`config.mk`:
```
export PLATFORM = sky130hd
export DESIGN_NAME = fft_frame_ctrl
export DESIGN_NICKNAME = d
export VERILOG_FILES = /design/src/rtl/fft_frame_ctrl.sv
export SDC_FILE = /design/constraint.sdc
export NUM_CORES = 1
export LEC_CHECK = 0
export ABC_AREA = 1
export CAP_MARGIN = 20
export CORE_UTILIZATION = 42
export DETAILED_ROUTE_END_ITERATION = 10
export PLACE_DENSITY = 0.79
export RECOVER_POWER = 50
export SYNTH_ARGS = -nofsm -noshare
export SYNTH_HDL_FRONTEND = slang
export SYNTH_SLANG_ARGS = --single-unit
export TNS_END_PERCENT = 100
```
`constraint.sdc`:
```
create_clock -name iCLK -period 1.9 [get_ports iCLK]
set_input_delay 0.38 -clock iCLK [delete_from_list [all_inputs] [get_ports iCLK]]
set_output_delay 0.38 -clock iCLK [all_outputs]
set_load 0.1 [all_outputs]
```
`src/rtl/fft_frame_ctrl.sv`:
```
// Frame sequencer for fft_top: ADC sample capture, FFT launch, result stream-out.
// Optional drop counter output oDROP_CNT, enabled by defining FFT_FRAME_DROP_CNT_EN.
//
// Ports:
//   iCLK, iRESET           clock, synchronous active-high reset
//   iARM                   request to capture the next frame (IDLE only)
//   iSAMPLE/_VALID         ADC sample stream
//   oDATA, oADDR_WR_k      bank write data/address to fft_top
//   oWE_k                  bank write enables
//   oSTART, iRDY           FFT launch pulse and ready handshake
//   oADDR_RD_k             bank read address (same value to all banks)
//   iDATA_RE_k             bank read data, RD_LAT cycles after the address
//   oRES/_VALID/_IDX       natural-order result stream
//   oBUSY, oDONE, oDROP    status: busy level, frame done, sample dropped
//   oDROP_CNT              saturating drop count (optional)
module fft_frame_ctrl #(
    parameter int DATA_W = 16,
    parameter int ADDR_W = 9,
    parameter int RD_LAT = 2
) (
    input  logic              iCLK,
    input  logic              iRESET,
    input  logic              iARM,
    input  logic [DATA_W-1:0] iSAMPLE,
    input  logic              iSAMPLE_VALID,
    output logic [DATA_W-1:0] oDATA,
    output logic [ADDR_W-1:0] oADDR_WR_0,
    output logic [ADDR_W-1:0] oADDR_WR_1,
    output logic [ADDR_W-1:0] oADDR_WR_2,
    output logic [ADDR_W-1:0] oADDR_WR_3,
    output logic              oWE_0,
    output logic              oWE_1,
    output logic              oWE_2,
    output logic              oWE_3,
    output logic              oSTART,
    input  logic              iRDY,
    output logic [ADDR_W-1:0] oADDR_RD_0,
    output logic [ADDR_W-1:0] oADDR_RD_1,
    output logic [ADDR_W-1:0] oADDR_RD_2,
    output logic [ADDR_W-1:0] oADDR_RD_3,
    input  logic [DATA_W-1:0] iDATA_RE_0,
    input  logic [DATA_W-1:0] iDATA_RE_1,
    input  logic [DATA_W-1:0] iDATA_RE_2,
    input  logic [DATA_W-1:0] iDATA_RE_3,
    output logic [DATA_W-1:0] oRES,
    output logic              oRES_VALID,
    output logic [ADDR_W+1:0] oRES_IDX,
    output logic              oBUSY,
    output logic              oDONE,
    output logic              oDROP
`ifdef FFT_FRAME_DROP_CNT_EN
    ,
    output logic [15:0]       oDROP_CNT
`endif
);

    localparam int IDX_W = ADDR_W + 2;
    localparam int DRN_W = (RD_LAT < 2) ? 1 : $clog2(RD_LAT);

    typedef enum logic [2:0] {
        S_IDLE,
        S_CAPTURE,
        S_LAUNCH,
        S_WAIT,
        S_READ,
        S_DRAIN
    } state_t;

    state_t state_q, state_d;

    logic [IDX_W-1:0]              n_q, n_d;
    logic [IDX_W-1:0]              r_q, r_d;
    logic [DRN_W-1:0]              drain_q, drain_d;
    logic [DATA_W-1:0]             data_q, data_d;
    logic [3:0][ADDR_W-1:0]        awr_q, awr_d;
    logic [3:0]                    we_q, we_d;
    logic                          start_q, start_d;
    logic                          drop_q, drop_d;
    logic                          busy_q, busy_d;
    logic [RD_LAT-1:0]             dv_q, dv_d;
    logic [RD_LAT-1:0][IDX_W-1:0]  di_q, di_d;

    logic       accept;
    logic       arm_acc;
    logic       last_n;
    logic       last_r;
    logic       drain_end;
    logic       rd_issue;
    logic       done;
    logic [1:0] wr_bank;
    logic [1:0] res_bank;

    assign accept    = (state_q == S_CAPTURE) && iSAMPLE_VALID;
    assign arm_acc   = (state_q == S_IDLE) && iARM;
    assign last_n    = (n_q == '1);
    assign last_r    = (r_q == '1);
    assign drain_end = (drain_q == DRN_W'(RD_LAT - 1));
    assign wr_bank   = n_q[IDX_W-1:ADDR_W];
    assign res_bank  = di_q[RD_LAT-1][IDX_W-1:ADDR_W];

    // State register
    always_ff @(posedge iCLK) begin
        if (iRESET) begin
            state_q <= S_IDLE;
        end else begin
            state_q <= state_d;
        end
    end

    // Next-state logic
    always_comb begin
        state_d = state_q;
        unique case (state_q)
            S_IDLE:    if (iARM) state_d = S_CAPTURE;
            S_CAPTURE: if (accept && last_n) state_d = S_LAUNCH;
            S_LAUNCH:  state_d = S_WAIT;
            // start_q is high only in the first WAIT cycle; a ready
            // left over from the previous transform is ignored there.
            S_WAIT:    if (!start_q && iRDY) state_d = S_READ;
            S_READ:    if (last_r) state_d = S_DRAIN;
            S_DRAIN:   if (drain_end) state_d = S_IDLE;
            default:   state_d = S_IDLE;
        endcase
    end

    // Output logic
    always_comb begin
        start_d  = (state_q == S_LAUNCH);
        drop_d   = iSAMPLE_VALID && (state_q != S_CAPTURE);
        busy_d   = (state_d != S_IDLE);
        rd_issue = (state_q == S_READ);
        done     = (state_q == S_DRAIN) && drain_end;
        we_d     = '0;
        if (accept) we_d[wr_bank] = 1'b1;
    end

    // Counters, write path and read-tag delay line
    always_comb begin
        n_d = n_q;
        if (arm_acc) begin
            n_d = '0;
        end else if (accept) begin
            n_d = n_q + IDX_W'(1);
        end

        r_d = r_q;
        if ((state_q == S_WAIT) && (state_d == S_READ)) begin
            r_d = '0;
        end else if (rd_issue) begin
            r_d = r_q + IDX_W'(1);
        end

        drain_d = '0;
        if (state_q == S_DRAIN) drain_d = drain_q + DRN_W'(1);

        data_d = data_q;
        awr_d  = awr_q;
        if (accept) begin
            data_d           = iSAMPLE;
            awr_d[wr_bank]   = n_q[ADDR_W-1:0];
        end

        // Tag each issued index so it lines up with the RAM output
        dv_d    = '0;
        di_d    = '0;
        dv_d[0] = rd_issue;
        di_d[0] = r_q;
        for (int i = 1; i < RD_LAT; i++) begin
            dv_d[i] = dv_q[i-1];
            di_d[i] = di_q[i-1];
        end
    end

    always_ff @(posedge iCLK) begin
        if (iRESET) begin
            n_q     <= '0;
            r_q     <= '0;
            drain_q <= '0;
            data_q  <= '0;
            awr_q   <= '0;
            we_q    <= '0;
            start_q <= 1'b0;
            drop_q  <= 1'b0;
            busy_q  <= 1'b0;
            dv_q    <= '0;
            di_q    <= '0;
        end else begin
            n_q     <= n_d;
            r_q     <= r_d;
            drain_q <= drain_d;
            data_q  <= data_d;
            awr_q   <= awr_d;
            we_q    <= we_d;
            start_q <= start_d;
            drop_q  <= drop_d;
            busy_q  <= busy_d;
            dv_q    <= dv_d;
            di_q    <= di_d;
        end
    end

    // Result word comes straight from the bank that holds the tagged index
    always_comb begin
        oRES = '0;
        if (dv_q[RD_LAT-1]) begin
            unique case (res_bank)
                2'd0: oRES = iDATA_RE_0;
                2'd1: oRES = iDATA_RE_1;
                2'd2: oRES = iDATA_RE_2;
                2'd3: oRES = iDATA_RE_3;
            endcase
        end
    end

    assign oDATA      = data_q;
    assign oADDR_WR_0 = awr_q[0];
    assign oADDR_WR_1 = awr_q[1];
    assign oADDR_WR_2 = awr_q[2];
    assign oADDR_WR_3 = awr_q[3];
    assign oWE_0      = we_q[0];
    assign oWE_1      = we_q[1];
    assign oWE_2      = we_q[2];
    assign oWE_3      = we_q[3];
    assign oSTART     = start_q;
    assign oADDR_RD_0 = r_q[ADDR_W-1:0];
    assign oADDR_RD_1 = r_q[ADDR_W-1:0];
    assign oADDR_RD_2 = r_q[ADDR_W-1:0];
    assign oADDR_RD_3 = r_q[ADDR_W-1:0];
    assign oRES_VALID = dv_q[RD_LAT-1];
    assign oRES_IDX   = di_q[RD_LAT-1];
    assign oBUSY      = busy_q;
    assign oDONE      = done;
    assign oDROP      = drop_q;

`ifdef FFT_FRAME_DROP_CNT_EN
    logic [15:0] drop_cnt_q, drop_cnt_d;

    // Arm clears first so a drop in the arming cycle still counts
    always_comb begin
        drop_cnt_d = drop_cnt_q;
        if (arm_acc) drop_cnt_d = '0;
        if (drop_d && (drop_cnt_d != 16'hFFFF)) begin
            drop_cnt_d = drop_cnt_d + 16'd1;
        end
    end

    always_ff @(posedge iCLK) begin
        if (iRESET) begin
            drop_cnt_q <= '0;
        end else begin
            drop_cnt_q <= drop_cnt_d;
        end
    end

    assign oDROP_CNT = drop_cnt_q;
`endif

endmodule

```
==> impl_metrics.env, run 1 <==
export IMPL_finalSetupViolCount=16
export IMPL_io_pins=209
export IMPL_slew_headroom=0.572
export IMPL_routedWlPerCell_um=15.6
export IMPL_grt_pass1_wl_mm=22.7
export IMPL_synth_nets=692
export IMPL_worstRegToRegCells=8
export IMPL_syn_area_mm2=0.00455
export IMPL_grt_pass1_vias=4531
export IMPL_vdd_drop_max_mv=0.573
export IMPL_path_class="register to output pin"
export IMPL_post_route_min_period_ns=2.10
export IMPL_reg2reg_to="oADDR_WR_3[5]$_SDFFE_PP0P_"
export IMPL_synthXorXnorAreaFrac=0.00385
export IMPL_antenna_cells=0
export IMPL_ant_nets=0
export IMPL_muxShareOfSynthArea=0
export IMPL_layout_common_cells="106 x dfxtp_1, 88 x nor2_1, 84 x nand2_1"
export IMPL_die_area_mm2=0.0113
export IMPL_fin_util=0.727
export IMPL_final_common_cell="dfxtp_1"
export IMPL_ys_warn_count=0
export IMPL_core_area_mm2=0.0104
export IMPL_min_from="di_d[20]$_SDFF_PP0_"
export IMPL_die_y_um=106
export IMPL_timing_rr_start="state_q[2]$_SDFF_PP0_"
export IMPL_initial_core_util=0.437
export IMPL_final_max_slew_viol_count=0
export IMPL_avgSynthCellArea_um2=7.52
export IMPL_die_w_um=106
export IMPL_max_clock_freq_mhz=476
export IMPL_route_detailed_drc=0
export IMPL_p_per_area_mw_per_mm2=575
export IMPL_clock_path_buffers=2
export IMPL_postCtsHoldBufs=0
export IMPL_crit_path_end_kind="output pin"
export IMPL_period_share=1.11
export IMPL_synth_simple_gate_area_frac=0.222
export IMPL_arrival_ns=1.72
export IMPL_dr_pass1_iters=4
export IMPL_hold_path_depth=2
export IMPL_antenna_found_initial=0
export IMPL_p_leak_uw=0.00301
export IMPL_skew_ns=0.00898
export IMPL_min_path_type="register to register"
export IMPL_tightest_slew_ns=0.642
export IMPL_dp_hpwl_mm=10.8
export IMPL_synth_compound_area_frac=0.151
export IMPL_finalHoldViolCount=0
export IMPL_grt_max_degree=32
export IMPL_numCtsBuffers=9
export IMPL_clk_latency_ns=0.36
export IMPL_root_buffer="clkbuf_8"
export IMPL_outcome="finished, violations left"
export IMPL_ys_seq_area_frac=0.480
export IMPL_grt_overflow=0
export IMPL_violations="negative setup slack"
export IMPL_whs_ns=0.400
export IMPL_finalWorstSetupSlack_ns=-0.200
export IMPL_rows=37
export IMPL_syn_inst=605
export IMPL_cp_max_fo=6
export IMPL_drive_gt1_frac=0.295
export IMPL_synth_top_family_by_area="simple AND/OR/NAND/NOR gates"
export IMPL_synth_fa_ha_area_frac=0.00550
export IMPL_drtIter0Drc=281
export IMPL_crit_path_start_kind="register"
export IMPL_portBuffers=208
export IMPL_htree_levels=3
export IMPL_rrSetupSlack_ns=0.05
export IMPL_path_clk_slew_ns=0.10
export IMPL_vias=4649
export IMPL_area_growth_pct=66.4
export IMPL_nets=883
export IMPL_grt_total_usage=0.255
export IMPL_clock_sinks=109
export IMPL_vias_per_cell=4.96
export IMPL_required_ns=1.52
export IMPL_gp_congestion=0.823
export IMPL_yosysUniqueCellTypes=27
export IMPL_rsz0062_at_grt="true"
export IMPL_whs_endpoint="oRES_IDX[9]$_SDFF_PP0_"
export IMPL_finalWirelength_mm=14.7
export IMPL_cap_violations=0
export IMPL_synth_seq_cells=109
export IMPL_cts_tree="yes"
[cell usage after synthesis]
cell type / n / area, µm²
nor3_2: 1 / 10.0
nor2_8: 1 / 20.0
buf_4: 39 / 293
nor2_1: 92 / 345
dfxtp_1: 109 / 2180
o21ai_0: 58 / 290
a21oi_1: 46 / 230
ha_1: 2 / 25.0
nor3_1: 4 / 20.0
clkbuf_1: 17 / 63.8
xor2_1: 2 / 17.5
nand4_1: 2 / 12.5
o21ai_1: 4 / 20.0
nor2_2: 2 / 12.5
nand3_2: 4 / 40.0
buf_2: 4 / 20.0
inv_1: 62 / 233
nor2_4: 1 / 11.3
a41oi_1: 16 / 140
nand2_1: 110 / 413
nand3_1: 20 / 100
nor4_1: 1 / 6.26
a211oi_1: 1 / 7.51
nand3b_1: 1 / 7.51
nand2_2: 1 / 6.26
inv_2: 4 / 15.0
nor3b_1: 1 / 7.51
[kinds of logic after synthesis]
family,after synthesis
AOI/OAI and AO/OA,125
xor gates and xnor gates,2
adders and majority gates,2
buffers and inverters,126
DFF,109
and+or+nand+nor,241
[cell type report]
cell class / count / area (µm²)
Timing Repair Buffer: 240 / 2580
Sequential cell: 109 / 2190
Tap cell: 136 / 170
Fill cell: 772 / 2850
Multi-Input combinational cell: 370 / 2180
Clock inverter: 7 / 66.3
Clock buffer: 9 / 124
Inverter: 66 / 254
[critical path, cell delays in order, from the launching register on]
cell and delay (ns):
dfxtp_4 0.41, nand2_1 0.11, inv_4 0.11, buf_6 0.13, nand2_1 0.10, a41oi_4 0.27
buf_12 0.21
[where the power goes]
part	internal, µW	switching (µW)
Sequential	2320	26.6
Clock	510	819
Combinational	226	452
Total	3060	1300
[sequential cells by signal, summed over array words and instances (netlist names)]
register,count
di_d,11
oADDR_WR_2,9
oDATA,16
oSTART,1
r_q,11
oDROP,1
oADDR_WR_3,9
oADDR_WR_0,9
dv_q,2
state_q,3
we_q,4
drain_end,1
oRES_IDX,11
oBUSY,1
n_q,11
oADDR_WR_1,9
[how the worst max path moves through the flow]
stage,start,to,slack [ns]
3_3_place_gp,iDATA_RE_0[3],oRES[3],0.04
5_1_grt,oRES_IDX[9]$_SDFF_PP0_,oRES[11],-0.27
4_1_cts,oRES_IDX[9]$_SDFF_PP0_,oRES[13],-0.17
6_report,oRES_IDX[10]$_SDFF_PP0_,oRES[11],-0.20
2_1_floorplan,dv_q[1]$_SDFF_PP0_,oRES[10],-0.29
3_5_place_dp,iSAMPLE_VALID,oADDR_WR_3[6]$_SDFFE_PP0P_,-0.003
[through the flow]
step	cells	worst slack [ns]	setup TNS [ns]	area [µm²]	power [µW]
after detailed placement	911	-0.00267	-0.00267	7420	3110
after global placement	911	0.0408	0	7420	3100
after CTS	936	-0.173	-2.53	7780	4420
final	937	-0.200	-2.43	7570	4360
after floorplan	605	-0.295	-3.50	4920	2810
after global routing	937	-0.271	-6.26	7570	4520
[layer usage]
metal	up-vias	wire length (µm)	GRT usage
met4	0	263	0.0863
met2	196	7710	0.488
met5	-	0	0
li1	2292	-	-
met3	22	1200	0.0490
met1	2139	5480	0.277
[what timing repair did]
item                                    in CTS  in global routing
cloned                                       3                  0
setup buffers                                6                  1
endpoints found under the setup margin      16                 16
gates resized for setup                     31                 22
pin swaps                                   15                 12
Note: power is estimated with default switching activity, not from simulation.
==> run 2: changes to the inputs <==
--- a/config.mk
+++ b/config.mk
@@ -11,6 +11,7 @@
 export DETAILED_ROUTE_END_ITERATION = 10
 export PLACE_DENSITY = 0.79
 export RECOVER_POWER = 50
+export SLEW_MARGIN = 15
 export SYNTH_ARGS = -nofsm -noshare
 export SYNTH_HDL_FRONTEND = slang
 export SYNTH_SLANG_ARGS = --single-unit
==> results of run 2 <==
The final DEF is identical to that of run 1; final timing and power are the same.
==> run 3: changes to the inputs <==
--- a/config.mk
+++ b/config.mk
@@ -7,9 +7,9 @@
 export LEC_CHECK = 0
 export ABC_AREA = 1
 export CAP_MARGIN = 20
-export CORE_UTILIZATION = 42
+export CORE_UTILIZATION = 35
 export DETAILED_ROUTE_END_ITERATION = 10
-export PLACE_DENSITY = 0.79
+export PLACE_DENSITY = 0.68
 export RECOVER_POWER = 50
 export SLEW_MARGIN = 15
 export SYNTH_ARGS = -nofsm -noshare
==> impl_metrics.env, run 3 (synthesis results as in run 1) <==
export IMPL_cp_max_fo=8
export IMPL_dr_pass1_iters=5
export IMPL_numCtsBuffers=9
export IMPL_final_max_slew_viol_count=0
export IMPL_rows=41
export IMPL_largest_reg_flops=16
export IMPL_reg2reg_to="r_q[7]$_SDFFE_PP0P_"
export IMPL_whs_endpoint="dv_q[1]$_SDFF_PP0_"
export IMPL_vdd_drop_max_mv=0.445
export IMPL_final_common_cell="dfxtp_1"
export IMPL_finalSetupViolCount=16
export IMPL_p_leak_uw=0.00304
export IMPL_grt_pass1_vias=4235
export IMPL_rrSetupSlack_ns=0.29
export IMPL_crit_path_end_kind="output pin"
export IMPL_finalWorstSetupSlack_ns=-0.0897
export IMPL_grt_total_usage=0.201
export IMPL_grt_pass1_wl_mm=21.1
export IMPL_arrival_ns=1.61
export IMPL_grt_overflow=0
export IMPL_setup_tns_ns=-1.13
export IMPL_gp_congestion=0.802
export IMPL_io_pins=209
export IMPL_cap_violations=0
export IMPL_rsz0062_at_grt="true"
export IMPL_worstRegToRegCells=7
export IMPL_ant_nets=0
export IMPL_clock_path_buffers=2
export IMPL_required_ns=1.52
export IMPL_finalHoldViolCount=0
export IMPL_vias_per_cell=4.67
export IMPL_max_clock_freq_mhz=503
export IMPL_crit_path_start_kind="register"
export IMPL_cp_cell_sequence="inv_2, nor2_4, buf_8, nand2_2, a41oi_4, buf_12"
export IMPL_crit_slowest_cell="dfxtp_4"
export IMPL_grt_max_degree=32
export IMPL_die_y_um=116
export IMPL_clock_sinks=109
export IMPL_route_detailed_drc=0
export IMPL_outcome="finished, violations left"
export IMPL_skew_ns=0.00581
export IMPL_p_per_area_mw_per_mm2=641
export IMPL_path_clk_slew_ns=0.07
export IMPL_drtIter0Drc=260
export IMPL_portBuffers=208
export IMPL_antenna_found_initial=0
export IMPL_layout_common_cells="106 x dfxtp_1, 88 x nand2_1, 88 x nor2_1"
export IMPL_min_from="dv_q[0]$_SDFF_PP0_"
export IMPL_tightest_slew_ns=0.668
export IMPL_post_place_ws_ns=0.0406
export IMPL_htree_levels=3
export IMPL_timing_rr_start="state_q[0]$_SDFF_PP0_"
export IMPL_clk_latency_ns=0.34
export IMPL_hold_path_depth=2
export IMPL_antenna_cells=0
export IMPL_path_class="register to output pin"
export IMPL_period_share=1.05
export IMPL_crit_start="oRES_IDX[9]$_SDFF_PP0_"
export IMPL_post_route_min_period_ns=1.99
export IMPL_min_path_type="register to register"
export IMPL_die_area_mm2=0.0135
export IMPL_critPathMaxStageDelay_ns=0.39
export IMPL_root_buffer="clkbuf_16"
export IMPL_slew_headroom=0.555
export IMPL_dp_hpwl_mm=10.4
export IMPL_area_growth_pct=68.8
export IMPL_routedWlPerCell_um=14.3
export IMPL_drive_gt1_frac=0.287
export IMPL_die_w_um=116
export IMPL_finalWirelength_mm=13.8
export IMPL_nets=877
export IMPL_core_area_mm2=0.0127
export IMPL_cts_tree="yes"
export IMPL_vias=4516
export IMPL_initial_core_util=0.359
export IMPL_violations="negative setup slack"
export IMPL_postCtsHoldBufs=0
[run 3: cell types whose count changed in the layout (fill, tap and decap cells not counted), moves of 4 or more]
| cell | delta |
|---|---|
| clkbuf_16 | +11 |
| nand2_2 | +4 |
| clkbuf_8 | -7 |
| nand2_1 | +4 |
| buf_6 | -4 |
| nand2_4 | -8 |
| buf_4 | -6 |
[run 3: where the power goes]
| part | leakage (µW) | switching [µW] | internal (µW) |
|---|---|---|---|
| clock network | 0.000154 | 811 | 1100 |
| logic | 0.00201 | 448 | 218 |
| registers | 0.000884 | 26.1 | 2320 |
[run 3: layer usage]
layer,vias to the layer above,GRT usage,wire [µm]
met5,-,0,0
li1,2283,-,-
met2,162,0.363,7000
met1,2058,0.230,5430
met4,0,0.0650,170
met3,13,0.0513,1240
[run 3: cell type report]
class                      count  area [µm²]
clock buffer                  12         256
inverter                      66         251
clock inverter                 4        53.8
timing repair buffer         234        2570
multi-input combinational    370        2140
sequential                   109        2190
tap                          172         215
fill                        1108        4990
[run 3: repair_timing]
| action | CTS | global route |
|---|---|---|
| endpoints found under the setup margin | 16 | 16 |
| cloned | 1 | 3 |
| pin swaps | 0 | 17 |
| resized for setup | 7 | 32 |
| setup buffers | 1 | 1 |
[run 3: worst max path at each step]
stage	endpoint	slack, ns
floorplan	oRES[10]	-0.29
global placement	n_q[10]$_SDFFE_PP0P_	0.1
detailed placement	oADDR_WR_3[5]$_SDFFE_PP0P_	0.04
CTS	oRES[4]	-0.10
global route	oRES[8]	-0.15
finish	oRES[4]	-0.09
[run 3: critical path: cells and delay by family, from the launching register on]
| family | cells | cell delay [ns] |
|---|---|---|
| buf+inv | 3 | 0.43 |
| flops | 1 | 0.39 |
| compound gates | 1 | 0.21 |
| simple gates | 2 | 0.23 |
[run 3: per-stage QoR]
stage	cell area, µm²	hold slack (ns)	instances	power (µW)	utilization
6_report	7680	0.393	967	4930	0.606
5_1_grt	7680	0.422	967	5130	0.606
4_1_cts	7780	0.396	963	5000	0.614
3_5_place_dp	7440	0.385	945	3100	0.587
3_3_place_gp	7440	0.385	945	3090	0.587
2_1_floorplan	4920	0.379	605	2810	-
